`config.mk`:
```
export PLATFORM = sky130hd
export DESIGN_NAME = aes_req_arbiter
export DESIGN_NICKNAME = d
export VERILOG_FILES = /design/src/rtl/aes_req_arbiter.sv
export SDC_FILE = /design/constraint.sdc
export NUM_CORES = 1
export LEC_CHECK = 0
export CAP_MARGIN = 20
export CORE_AREA = 10 10 393 395
export CTS_CLUSTER_DIAMETER = 120
export DETAILED_ROUTE_END_ITERATION = 16
export DIE_AREA = 0 0 403 405
export PLACE_DENSITY = 0.36
export SKIP_LAST_GASP = 1
export SYNTH_ARGS = -nofsm -noshare
export SYNTH_HDL_FRONTEND = slang
export SYNTH_SLANG_ARGS = --single-unit
```
`constraint.sdc`:
```
create_clock -name CLK -period 24.9 [get_ports CLK]
set_clock_uncertainty 0.1 [all_clocks]
set_input_delay 4.98 -clock CLK [delete_from_list [all_inputs] [get_ports CLK]]
set_output_delay 4.98 -clock CLK [all_outputs]
set_load 0.02 [all_outputs]
```
`src/rtl/aes_req_arbiter.sv`:
```
// aes_req_arbiter: shares one AES core between NREQ requesters with round-robin grant,
// a single-cycle START pulse, DONE rising-edge completion, a timeout guard and a per-requester response.
module aes_req_arbiter #(
   parameter int unsigned NREQ    = 2,
   parameter int unsigned TIMEOUT = 255
) (
   input  logic                 CLK,
   input  logic                 RST,
   input  logic [NREQ-1:0]      REQ_VALID,
   output logic [NREQ-1:0]      REQ_READY,
   input  logic [NREQ-1:0]      REQ_ENCDEC,
   input  logic [128*NREQ-1:0]  REQ_KEY,
   input  logic [128*NREQ-1:0]  REQ_TEXT,
   output logic [NREQ-1:0]      RSP_VALID,
   input  logic [NREQ-1:0]      RSP_READY,
   output logic [127:0]         RSP_TEXT,
   output logic                 RSP_ERR,
   output logic                 CORE_START,
   output logic                 CORE_ENCDEC,
   output logic [127:0]         CORE_KEY,
   output logic [127:0]         CORE_TEXTIN,
   input  logic                 CORE_DONE,
   input  logic [127:0]         CORE_TEXTOUT
);
   localparam int unsigned GW = (NREQ > 2) ? 2 : 1;
   localparam int unsigned CW = 16;
   localparam int unsigned DW = 128;

   typedef enum logic [1:0] {S_IDLE, S_ISSUE, S_WAIT, S_RESP} state_t;

   state_t        r_state;
   state_t        w_next;
   logic [GW-1:0] r_last_grant;
   logic [GW-1:0] r_grant;
   logic [GW-1:0] w_grant;
   logic [GW-1:0] w_idx;
   logic          w_found;
   logic          w_accept;
   logic          w_done_rise;
   logic          w_timeout;
   logic          w_rsp_hs;
   logic [CW-1:0] r_cnt;
   logic          r_done_q;
   logic          r_encdec;
   logic          r_rsp_err;
   logic [DW-1:0] r_key;
   logic [DW-1:0] r_text;
   logic [DW-1:0] r_rsp_text;

   // Round-robin search: first valid requester after the last one served.
   always_comb begin
      w_grant = r_last_grant;
      w_found = 1'b0;
      w_idx   = '0;
      for (int unsigned i = 1; i <= NREQ; i++) begin
         w_idx = GW'((32'(r_last_grant) + i) % NREQ);
         if (!w_found && REQ_VALID[w_idx]) begin
            w_grant = w_idx;
            w_found = 1'b1;
         end
      end
   end

   assign w_accept    = (r_state == S_IDLE) && w_found;
   assign w_done_rise = CORE_DONE && !r_done_q;
   assign w_timeout   = (TIMEOUT != 0) && (r_cnt == CW'(TIMEOUT));
   assign w_rsp_hs    = (r_state == S_RESP) && RSP_READY[r_grant];

   always_ff @(posedge CLK or posedge RST) begin
      if (RST) r_state <= S_IDLE;
      else     r_state <= w_next;
   end

   always_comb begin
      w_next     = r_state;
      REQ_READY  = '0;
      RSP_VALID  = '0;
      CORE_START = 1'b0;
      unique case (r_state)
         S_IDLE: begin
            if (w_accept) begin
               REQ_READY = NREQ'(1) << w_grant;
               w_next    = S_ISSUE;
            end
         end
         S_ISSUE: begin
            CORE_START = 1'b1;
            w_next     = S_WAIT;
         end
         S_WAIT: begin
            if (w_done_rise || w_timeout) w_next = S_RESP;
         end
         S_RESP: begin
            RSP_VALID = NREQ'(1) << r_grant;
            if (w_rsp_hs) w_next = S_IDLE;
         end
         default: w_next = S_IDLE;
      endcase
   end

   // Holding registers, wait counter and response capture; completion beats timeout.
   always_ff @(posedge CLK or posedge RST) begin
      if (RST) begin
         r_last_grant <= GW'(NREQ - 1);
         r_grant      <= '0;
         r_encdec     <= 1'b0;
         r_key        <= '0;
         r_text       <= '0;
         r_cnt        <= '0;
         r_done_q     <= 1'b0;
         r_rsp_text   <= '0;
         r_rsp_err    <= 1'b0;
      end else begin
         r_done_q <= CORE_DONE;
         if (w_accept) begin
            r_grant  <= w_grant;
            r_encdec <= REQ_ENCDEC[w_grant];
            r_key    <= REQ_KEY[{w_grant, 7'd0} +: DW];
            r_text   <= REQ_TEXT[{w_grant, 7'd0} +: DW];
         end
         if (r_state == S_ISSUE) begin
            r_cnt <= '0;
         end else if (r_state == S_WAIT && r_cnt != '1) begin
            r_cnt <= r_cnt + CW'(1);
         end
         if (r_state == S_WAIT) begin
            if (w_done_rise) begin
               r_rsp_text <= CORE_TEXTOUT;
               r_rsp_err  <= 1'b0;
            end else if (w_timeout) begin
               r_rsp_text <= '0;
               r_rsp_err  <= 1'b1;
            end
         end
         if (w_rsp_hs) r_last_grant <= r_grant;
      end
   end

   assign RSP_TEXT    = r_rsp_text;
   assign RSP_ERR     = r_rsp_err;
   assign CORE_ENCDEC = r_encdec;
   assign CORE_KEY    = r_key;
   assign CORE_TEXTIN = r_text;

endmodule

```
; Word level (Yosys, flattened, before mapping)
; Cells that the tools add are included.
[totals]
ff_bits = 407
word_cells = 68
out_inout_bits = 391
inputBits = 649
latch_bits = 0
mem_bits_ro = 0
n_memories = 0
mem_bits_rw = 0
[classes]
order_cmp = 4
n_eq_ne = 8
n_mux = 26
reduce_logical = 13
n_shift = 4
n_mul = 0
bitwise_logic = 0
addsub = 3
div_mod_pow = 0
[op_table]
columns = cell, n
row1 = 256-bit by 9-bit indexed part select with 128-bit output, 2
row2 = 128-bit 2-to-1 mux, 2
row3 = 16-bit 2-to-1 mux, 2
row4 = "16-bit by 1-bit adder with 16-bit output, second input constant", 1
row5 = "16-bit by 8-bit equality test with 1-bit output, second input constant", 1
row6 = "16-bit != test, second input constant", 1
row7 = 1-bit 2-to-1 mux, 15
row8 = 2-bit 2-to-1 mux, 6
row9 = "1-bit by 2-bit less-than comparator with 1-bit output, second input constant", 4
row10 = 2-bit one-hot mux with 4 select lines, 1
row11 = "2-bit != test, second input constant", 3
row12 = 1-bit logical AND, 5
row13 = "2-bit equality test, second input constant", 2
row14 = 2-bit nonzero test, 2
row15 = "1-bit by 1-bit left shift with 2-bit output, first input constant", 2
row16 = 3-bit AND reduction, 1
row17 = "1-bit adder, second input constant", 2
row18 = "2-bit by 1-bit equality test with 1-bit output, second input constant", 1
row19 = 1-bit logical NOT, 2
row20 = 2-bit logical NOT, 1
row21 = 2-bit AND reduction, 1
row22 = 1-bit logical OR, 1

; Logic depth before layout (Yosys ltp)
; Gate-level depths: netlist of the first run.
[logic_depth]
word_depth = 10
depth_mapped = 8
ltp_nobuf = 6

; Worst setup path after synthesis of the first run
; OpenSTA, ideal clock, no wires.
[synth_timing]
path_type = input to output
from = input port REQ_VALID[0]
to = output port REQ_READY[0]
path_stages = 4
arrival_ps = 6010
path_slack_ps = 13810
t_required_ps = 19820
cell_sequence = nand2_1 > a21oi_1 > clkbuf_1 > clkbuf_1
[synth_between]
elab_chain_cells = 9
elab_cells_between_ends = 14
[synth_lines]
columns = element, line
row1 = from (decl), 9  ; input logic [NREQ-1:0] REQ_VALID,
row2 = 1-bit 2-to-1 mux (implied by the code) (2 in a row), 57  ; if (!w_found && REQ_VALID[w_idx]) begin
row3 = 1-bit 2-to-1 mux, 57
row4 = 1-bit logical NOT, 57
row5 = 1-bit logical AND, 57
row6 = 1-bit 2-to-1 mux, 57
row7 = 1-bit by 1-bit left shift with 2-bit output / 1-bit logical AND (equally long branches), "82, 64"
row8 = 2-bit 2-to-1 mux *, 81  ; if (w_accept) begin
row9 = 2-bit 2-to-1 mux *, 79  ; unique case (r_state)
row10 = to (decl), 10  ; output logic [NREQ-1:0] REQ_READY,
; Every way passes the cells marked *; elsewhere a longest branch is shown, timed or not. The select of a mux whose other input is x is not followed.

; Final worst setup path of the first run
[layout_timing]
from = input port REQ_VALID[1]
to = output port REQ_READY[1]
; Same word-level chain as after synthesis.

==> impl_results.rst, run 1 <==
.. list-table::
   :header-rows: 1

   * - Metric
     - Value
   * - Routed wire length per instance
     - 27.6 um
   * - Post-synthesis cell type count
     - 41
   * - Number of sinks handled by clock tree synthesis
     - 407
   * - F_max
     - 0.0836 GHz
   * - Count of final hold-check violations
     - 0
   * - Leakage dissipation
     - 0.0134 uW
   * - Number of instances in the synthesized netlist
     - 1285
   * - Number of synthesized flops with an enable pin
     - 0
   * - Highest-delay cell along the critical path
     - sky130_fd_sc_hd__clkdlybuf4s50_1
   * - Floorplan core area
     - about 150000 um2
   * - Area grow syn2layout
     - 90.4%
   * - Nature of the critical path endpoint
     - output port
   * - Total Nets Final
     - approximately 2900
   * - Final cycle utilization of the critical path
     - between 40% and 50%
   * - Total via count after detailed routing
     - 16000
   * - Antenna Violating Nets Remaining
     - 0
   * - Number of buffers created by CTS
     - 58
   * - Worst path top cell family by delay
     - buffers and inverters
   * - Most common cell after layout, fill and taps aside
     - sky130_fd_sc_hd__clkdlybuf4s50_1
   * - Hold Crit Class
     - reg2reg
   * - Crit path max fanout
     - 15
   * - Final WL
     - 118000 um
   * - Horizontal extent of the die
     - ~400 um
   * - Classification of the worst setup path
     - in2out
   * - Global-route total usage across every layer
     - 13.5%
   * - Tightest hold margin
     - just under 400 ps
   * - Via count normalized by instance count
     - about 3.8
   * - Peak ir drop on the vdd network
     - roughly 0.000054 V
   * - Total nets after synthesis
     - 1939
   * - Max Slew Vio Count
     - 0
   * - RSZ-0062 raised after global routing
     - false
   * - Min Tclk post-route
     - 11960 ps
   * - Least-Margin Pin Slew
     - 1060 ps
   * - Max-Slew Margin vs Limit
     - just under 30%
   * - Total power divided by cell area
     - ~130 nW/um2
   * - Clock transition at the register clock pins on the worst setup and hold paths after CTS
     - around 50 ps
   * - Share of flip-flops with an asynchronous set or reset
     - 100%
   * - I/O pin total
     - around 1000
   * - Critical path's largest stage delay
     - 710 ps
   * - Root buffer selected by CTS
     - sky130_fd_sc_hd__clkbuf_16
   * - Final setup viols
     - 0
   * - Starting density of the core
     - 11.0%
   * - Area enclosed by the die boundary
     - 163000 um2
   * - Crit-path cells
     - clkdlybuf4s50_1, nand2_1, a21oi_4, clkdlybuf4s50_1
   * - Initial DRC count
     - 2207
   * - Number of global-route vias before repair
     - 16600
   * - Buffering stage count on the worst path with inverters included
     - 2
   * - Number of buffers inserted by post-CTS setup repair
     - 0
   * - CTS tree
     - done
   * - Req. time, crit path
     - roughly 20000 ps
   * - Cell mode on critical path
     - sky130_fd_sc_hd__clkdlybuf4s50_1
   * - Highest-count cells in the layout ignoring fill and taps
     - sky130_fd_sc_hd__clkdlybuf4s50_1 (1039), sky130_fd_sc_hd__dfrtp_1 (406), sky130_fd_sc_hd__inv_1 (264)
   * - Largest net degree at the start of global routing
     - 114
   * - Worst reg-to-reg setup slack
     - 20670 ps
   * - Placement Cell Area
     - about 29000 um2
   * - DRC Markers
     - 0
   * - Maximum number of buffers from clock root to sink
     - 3
   * - Global-route wire length before repair
     - 155000 um
   * - First-pass iteration count of the detailed router
     - 12
   * - Total number of yosys warnings
     - 0
   * - Number of levels the H-tree was split into
     - 2
   * - Final total power
     - a little under 4000 uW
   * - Final Wtd Congestion
     - 0.782
   * - Sequential-to-total area share from yosys stat
     - 63.3%
   * - Most used DFF post-synth
     - sky130_fd_sc_hd__dfrtp_1
   * - Data arrival time of the worst path
     - 6880 ps
   * - Clock latency of the later-clocked register in the worst-skew pair
     - 670 ps
   * - Hold buffer count at cts
     - 0
   * - Mean post-synth cell area
     - 12.5 um2
   * - Total number of placement rows
     - 141
   * - Number of max-cap violations
     - 0
   * - Sort of element at the start of the critical path
     - input port
   * - Vertical die dimension
     - 405 um
   * - Area of the mapped netlist
     - roughly 16000 um2
   * - Post-cts sizing count
     - 0
   * - Post-route standard cell area excluding fillers
     - just over 30000 um2
   * - Initial antenna violation count
     - 65
   * - Fraction of final layout cells with drive strength greater than 1
     - 5.36%
   * - FF+latch count, synth
     - 407
   * - Number of port buffers
     - around 1000
   * - Setup total negative slack
     - 0 ps
   * - Final HPWL DP
     - 93300 um
   * - Overflow after GRT
     - 0
   * - Result of the run
     - finished, final reports clean
==> power by group <==
| group | switching, uW | internal (uW) | total (uW) |
|---|---|---|---|
| logic | 1050 | 843 | 1890 |
| clock network | 347 | 519 | 865 |
| registers | 208 | 963 | 1170 |
==> per-stage QoR <==
| step | utilization (%) | setup slack, ps | cells |
|---|---|---|---|
| after detailed placement | 19.5 | 12980 | 4156 |
| after global routing | 20.9 | 12900 | 4264 |
| after global placement | 19.5 | 12960 | 4156 |
| after CTS | 20.9 | 12970 | 4261 |
| final | 20.9 | 12940 | 4271 |
| after floorplan | - | 8500 | 1285 |
==> metal layers <==
metal	routed length [um]	vias to the layer above	track usage (%)
met3	12200	182	6.09
met1	43900	7956	15.1
met5	383	-	0
met4	2480	56	2.78
met2	58800	824	23.6
li1	-	7005	-
==> path summary, 6_finish.rpt <==
kind	start	to	cells after the start
max in group asynchronous	RST	CORE_KEY[87]	4
hold reg to reg	CORE_KEY[13]	CORE_KEY[13]	2
hold / removal	CORE_KEY[13]	CORE_KEY[13]	2
min in group asynchronous	RST	RSP_TEXT[91]	2
setup / recovery	REQ_VALID[1]	REQ_READY[1]	4
setup reg to reg	r_state[0]	CORE_TEXTIN[118]	9
==> state kept, by name, summed over array words and instances, names as in the netlist <==
name          count
r_state           2
RSP_TEXT        128
RSP_ERR           1
r_grant           1
CORE_ENCDEC       1
r_done_q          1
r_last_grant      1
CORE_KEY        128
r_cnt            16
CORE_TEXTIN     128
==> synth_stat cells (2+ instances only) <==
| cell type | instances | area, um2 |
|---|---|---|
| sky130_fd_sc_hd__dfrtp_1 | 406 | 10200 |
| sky130_fd_sc_hd__inv_1 | 265 | 995 |
| sky130_fd_sc_hd__a222oi_1 | 257 | 2570 |
| sky130_fd_sc_hd__a22o_1 | 128 | 1120 |
| sky130_fd_sc_hd__clkbuf_1 | 96 | 360 |
| sky130_fd_sc_hd__a21oi_1 | 19 | 95.1 |
| sky130_fd_sc_hd__nand2_1 | 12 | 45.0 |
| sky130_fd_sc_hd__buf_4 | 11 | 82.6 |
| sky130_fd_sc_hd__nor2_1 | 9 | 33.8 |
| sky130_fd_sc_hd__or3_1 | 7 | 43.8 |
| sky130_fd_sc_hd__buf_1 | 6 | 22.5 |
| sky130_fd_sc_hd__ha_1 | 5 | 62.6 |
| sky130_fd_sc_hd__nand4_1 | 5 | 31.3 |
| sky130_fd_sc_hd__o21ai_0 | 5 | 25.0 |
| sky130_fd_sc_hd__o31ai_1 | 5 | 37.5 |
| sky130_fd_sc_hd__or4_1 | 5 | 37.5 |
| sky130_fd_sc_hd__buf_2 | 4 | 20.0 |
| sky130_fd_sc_hd__nand3_1 | 4 | 20.0 |
| sky130_fd_sc_hd__nor2b_1 | 4 | 25.0 |
| sky130_fd_sc_hd__nor4_1 | 3 | 18.8 |
| sky130_fd_sc_hd__o41ai_1 | 3 | 26.3 |
| sky130_fd_sc_hd__and2_1 | 2 | 12.5 |
| sky130_fd_sc_hd__mux2_1 | 2 | 22.5 |
| sky130_fd_sc_hd__nand3b_1 | 2 | 15.0 |
| sky130_fd_sc_hd__nand4_2 | 2 | 25.0 |
| sky130_fd_sc_hd__o21ai_1 | 2 | 10.0 |
| sky130_fd_sc_hd__or4_4 | 2 | 22.5 |
==> cells by family (layout without fill, tap and decap cells) <==
logic type                 after synthesis  in the layout  share of synthesized area [%]
adders and majority gates                5              5                          0.389
DFF                                    407            407                           63.3
muxes                                    4              4                          0.272
AOI/OAI and AO/OA                      421            421                           24.3
and+or+nand+nor                         65             65                           2.55
buffers and inverters                  383           1430                           9.26
other                                    0              9                              0
==> layout make-up <==
class	count	area (um2)
Multi-Input combinational cell	495	4480
Antenna cell	9	22.5
Timing Repair Buffer	1060	10600
Sequential cell	407	10200
Clock buffer	92	1740
Fill cell	15900	116000
Clock inverter	13	233
Tap cell	1930	2410
Inverter	265	1000
==> worst min-delay path: stages, from the launching register on <==
cell and delay [ps]:
sky130_fd_sc_hd__dfrtp_1 340, sky130_fd_sc_hd__a222oi_1 60, sky130_fd_sc_hd__inv_1 50
Note: power is estimated with default switching activity, not from simulation.
==> inputs of run 2 (changes only) <==
--- a/config.mk
+++ b/config.mk
@@ -10,7 +10,7 @@
 export CTS_CLUSTER_DIAMETER = 120
 export DETAILED_ROUTE_END_ITERATION = 16
 export DIE_AREA = 0 0 403 405
-export PLACE_DENSITY = 0.36
+export PLACE_DENSITY = 0.37
 export SKIP_LAST_GASP = 1
 export SYNTH_ARGS = -nofsm -noshare
 export SYNTH_HDL_FRONTEND = slang
==> constraint.sdc (replaced) <==
create_clock -name CLK -period 10.55 [get_ports CLK]
set_clock_uncertainty 0.1 [all_clocks]
set_input_delay 2.11 -clock CLK [delete_from_list [all_inputs] [get_ports CLK]]
set_output_delay 2.11 -clock CLK [all_outputs]
set_load 0.02 [all_outputs]
==> run 2 against run 1 <==
  * Register-to-register slack lost 15000 ps
  * Sequential cell count unchanged
  * Final area shrank 0.47%
  * Critical path depth up 1
  * Global-route usage decreased by 0.32 points
  * Critical endpoint unchanged
  * Routed wire length is 2.1% lower
==> impl_results.rst, run 2 (same netlist as run 1, synthesis figures left out) <==
.. list-table::
   :header-rows: 1

   * - Metric
     - Value
   * - Result of the run
     - finished, final reports clean
   * - Crit-path cells
     - clkdlybuf4s50_1, nand2_1, a21oi_4, buf_4, clkdlybuf4s50_1
   * - Count of final hold-check violations
     - 0 (unchanged)
   * - Cell mode on critical path
     - sky130_fd_sc_hd__clkdlybuf4s50_1
   * - Via count normalized by instance count
     - 3.75 (about the same)
   * - Horizontal extent of the die
     - 403 um (unchanged)
   * - Filler cells
     - 16000 (+0.72%)
   * - Vertical die dimension
     - 405 um (unchanged)
   * - Placement-stage worst setup slack
     - 4230 ps (-8750 ps)
   * - Root buffer selected by CTS
     - sky130_fd_sc_hd__clkbuf_16
   * - Area grow syn2layout
     - 89.5%
   * - Final Wtd Congestion
     - 0.762 (-2.5%)
   * - Initial antenna violation count
     - 64 (-1.5%)
   * - Number of port buffers
     - 1039 (unchanged)
   * - RSZ-0062 raised after global routing
     - false
   * - Final HPWL DP
     - 90800 um (-2.7%)
   * - Clock latency of the later-clocked register in the worst-skew pair
     - 630 ps (-40 ps)
   * - Number of levels the H-tree was split into
     - 2 (unchanged)
   * - CTS tree
     - done
   * - Relative contribution of the clock network to total power
     - 21.1% (-0.9 points)
   * - Final WL
     - 115000 um (-2.1%)
   * - Nature of the critical path endpoint
     - output port
   * - Overflow after GRT
     - 0 (unchanged)
   * - Inst Count DP
     - 4158 (+0.048%)
   * - Largest net degree at the start of global routing
     - 127 (+11%)
   * - Power share of the sequential group
     - 30.2% (+0.4 points)
   * - Number of buffers created by CTS
     - 55 (-5.2%)
   * - Hold buffer count at cts
     - 0 (unchanged)
   * - GRT busiest layer
     - met2
   * - Starting density of the core
     - 11.0% (unchanged)
   * - Floorplan core area
     - 147000 um2 (unchanged)
   * - Max-Slew Margin vs Limit
     - 30.2% (+0.78 points)
   * - Least-Margin Pin Slew
     - 1040 ps (-19.4 ps)
   * - Antenna Violating Nets Remaining
     - 0 (unchanged)
   * - Final design utilization
     - 20.8% (-0.099 points)
   * - Total via count after detailed routing
     - 16000 (-0.17%)
   * - Sort of element at the start of the critical path
     - input port
   * - Peak ir drop on the vdd network
     - 0.000125 V (+130%)
   * - Number of max-cap violations
     - 0 (unchanged)
   * - Req. time, crit path
     - 8340 ps (-11480 ps)
   * - Area enclosed by the die boundary
     - 163000 um2 (unchanged)
   * - Number of global-route vias before repair
     - 16700 (+0.37%)
   * - Fraction of final layout cells with drive strength greater than 1
     - 5.41% (+0.050 points)
   * - Post-cts sizing count
     - 0 (unchanged)
   * - Fraction of met3 tracks used by global routing
     - 5.83% (-0.26 points)
   * - Final Worst Setup Slack
     - 4300 ps (-8640 ps)
   * - Buffering stage count on the worst path with inverters included
     - 3 (+1)
   * - Setup total negative slack
     - 0 ps (unchanged)
   * - Routed wire length per instance
     - 27.0 um (-2.0%)
   * - Sw Share
     - 40.5% (-0.35 points)
   * - Maximum number of buffers from clock root to sink
     - 3 (unchanged)
   * - Critical path's largest stage delay
     - 690 ps (-20 ps)
   * - DRC Markers
     - 0 (unchanged)
   * - Number of buffers inserted by post-CTS setup repair
     - 0 (unchanged)
   * - Total Nets Final
     - 2939 (-0.068%)
   * - Internal power component
     - 5380 uW (+130%)
   * - Final cycle utilization of the critical path
     - 59.3%
   * - Max Slew Vio Count
     - 0 (unchanged)
   * - Initial DRC count
     - 2029 (-8.1%)
   * - I/O pin total
     - 1040 (unchanged)
   * - First-pass iteration count of the detailed router
     - 10 (-2)
   * - Data arrival time of the worst path
     - 4040 ps (-2840 ps)
   * - Sw Pwr
     - 3650 uW (+130%)
   * - Min Tclk post-route
     - about 6300 ps
   * - Global-route total usage across every layer
     - 13.2% (-0.32 points)
   * - Leakage dissipation
     - 0.0133 uW (-0.50%)
   * - Total number of placement rows
     - 141 (unchanged)
   * - Non-filler cells in the finished layout
     - 4266 (-0.12%)
   * - Crit path max fanout
     - 25 (+10)
   * - Total power divided by cell area
     - 296 nW/um2 (+130%)
   * - Number of sinks handled by clock tree synthesis
     - 407 (unchanged)
   * - Global-route wire length before repair
     - 152000 um (-1.8%)
   * - GR Util met2
     - 23.1% (-0.51 points)
   * - Fraction of power consumed by combinational cells
     - 48.7% (+0.6 points)
   * - Final total power
     - 9030 uW (+130%)
   * - Worst path top cell family by delay
     - buffers and inverters
   * - Hold Crit Class
     - reg2reg
   * - Highest-count cells in the layout ignoring fill and taps
     - sky130_fd_sc_hd__clkdlybuf4s50_1 (1039), sky130_fd_sc_hd__dfrtp_1 (406), sky130_fd_sc_hd__inv_1 (264)
   * - Highest-delay cell along the critical path
     - sky130_fd_sc_hd__clkdlybuf4s50_1
   * - Met1 Usage GRT
     - 14.9% (-0.21 points)
   * - Classification of the worst setup path
     - in2out
   * - Most common cell after layout, fill and taps aside
     - sky130_fd_sc_hd__clkdlybuf4s50_1
   * - F_max
     - 0.160 GHz
   * - Clock transition at the register clock pins on the worst setup and hold paths after CTS
     - 60 ps (about the same)
   * - Final setup viols
     - 0 (unchanged)
## run 2: per-stage QoR
stage	hold slack, ps	instance area (um2)
final	386	30500
after global routing	403	30500
after CTS	390	30500
after detailed placement	375	28700
after global placement	370	28700
after floorplan	415	16100
## run 2: worst paths after layout
path / startpoint / slack [ps] / endpoint / cells past startpoint
worst max-delay path: REQ_VALID[1] / 4300 / REQ_READY[1] / 5
min in group asynchronous: RST / 1850 / CORE_TEXTIN[96] / 3
worst max register to register: r_state[0] / 6120 / CORE_TEXTIN[106] / 10
worst min register to register: CORE_KEY[48] / 390 / CORE_KEY[48] / 2
max in group asynchronous: RST / 6870 / r_cnt[15] / 4
worst min-delay path: CORE_KEY[48] / 390 / CORE_KEY[48] / 2
## run 2: routing by layer
metal	vias up	routed length [um]
li1	6993	-
met5	-	311
met4	50	2120
met3	181	11700
met2	852	57300
met1	7920	43800
## run 2: layout make-up
class | count | area [um2] | area share (%)
Tap cell | 1930 | 2410 | 7.92
Timing Repair Buffer | 1061 | 10600 | 34.8
Multi-Input combinational cell | 495 | 4480 | 14.7
Clock inverter | 22 | 215 | 0.706
Sequential cell | 407 | 10200 | 33.4
Inverter | 265 | 998 | 3.27
Clock buffer | 79 | 1570 | 5.14
Antenna cell | 7 | 17.5 | 0.0574
## run 2: worst register-to-register path, stage by stage (launching register included)
cell and delay, ps:
sky130_fd_sc_hd__dfrtp_1 420, sky130_fd_sc_hd__inv_1 120, sky130_fd_sc_hd__ha_1 330, sky130_fd_sc_hd__nand2_1 140, sky130_fd_sc_hd__a21oi_4 130, sky130_fd_sc_hd__buf_4 390
sky130_fd_sc_hd__buf_4 650, sky130_fd_sc_hd__buf_4 840, sky130_fd_sc_hd__buf_4 900, sky130_fd_sc_hd__a222oi_1 250, sky130_fd_sc_hd__inv_1 90
## run 2: power groups by stage
stage	sequential (uW)	combinational (uW)	clock [uW]
3_3_place_gp	2750	4510	0
5_1_grt	2810	4710	2050
6_report	2730	4390	1910
2_1_floorplan	3490	1210	0
3_5_place_dp	2740	4520	0
4_1_cts	2730	4530	2000
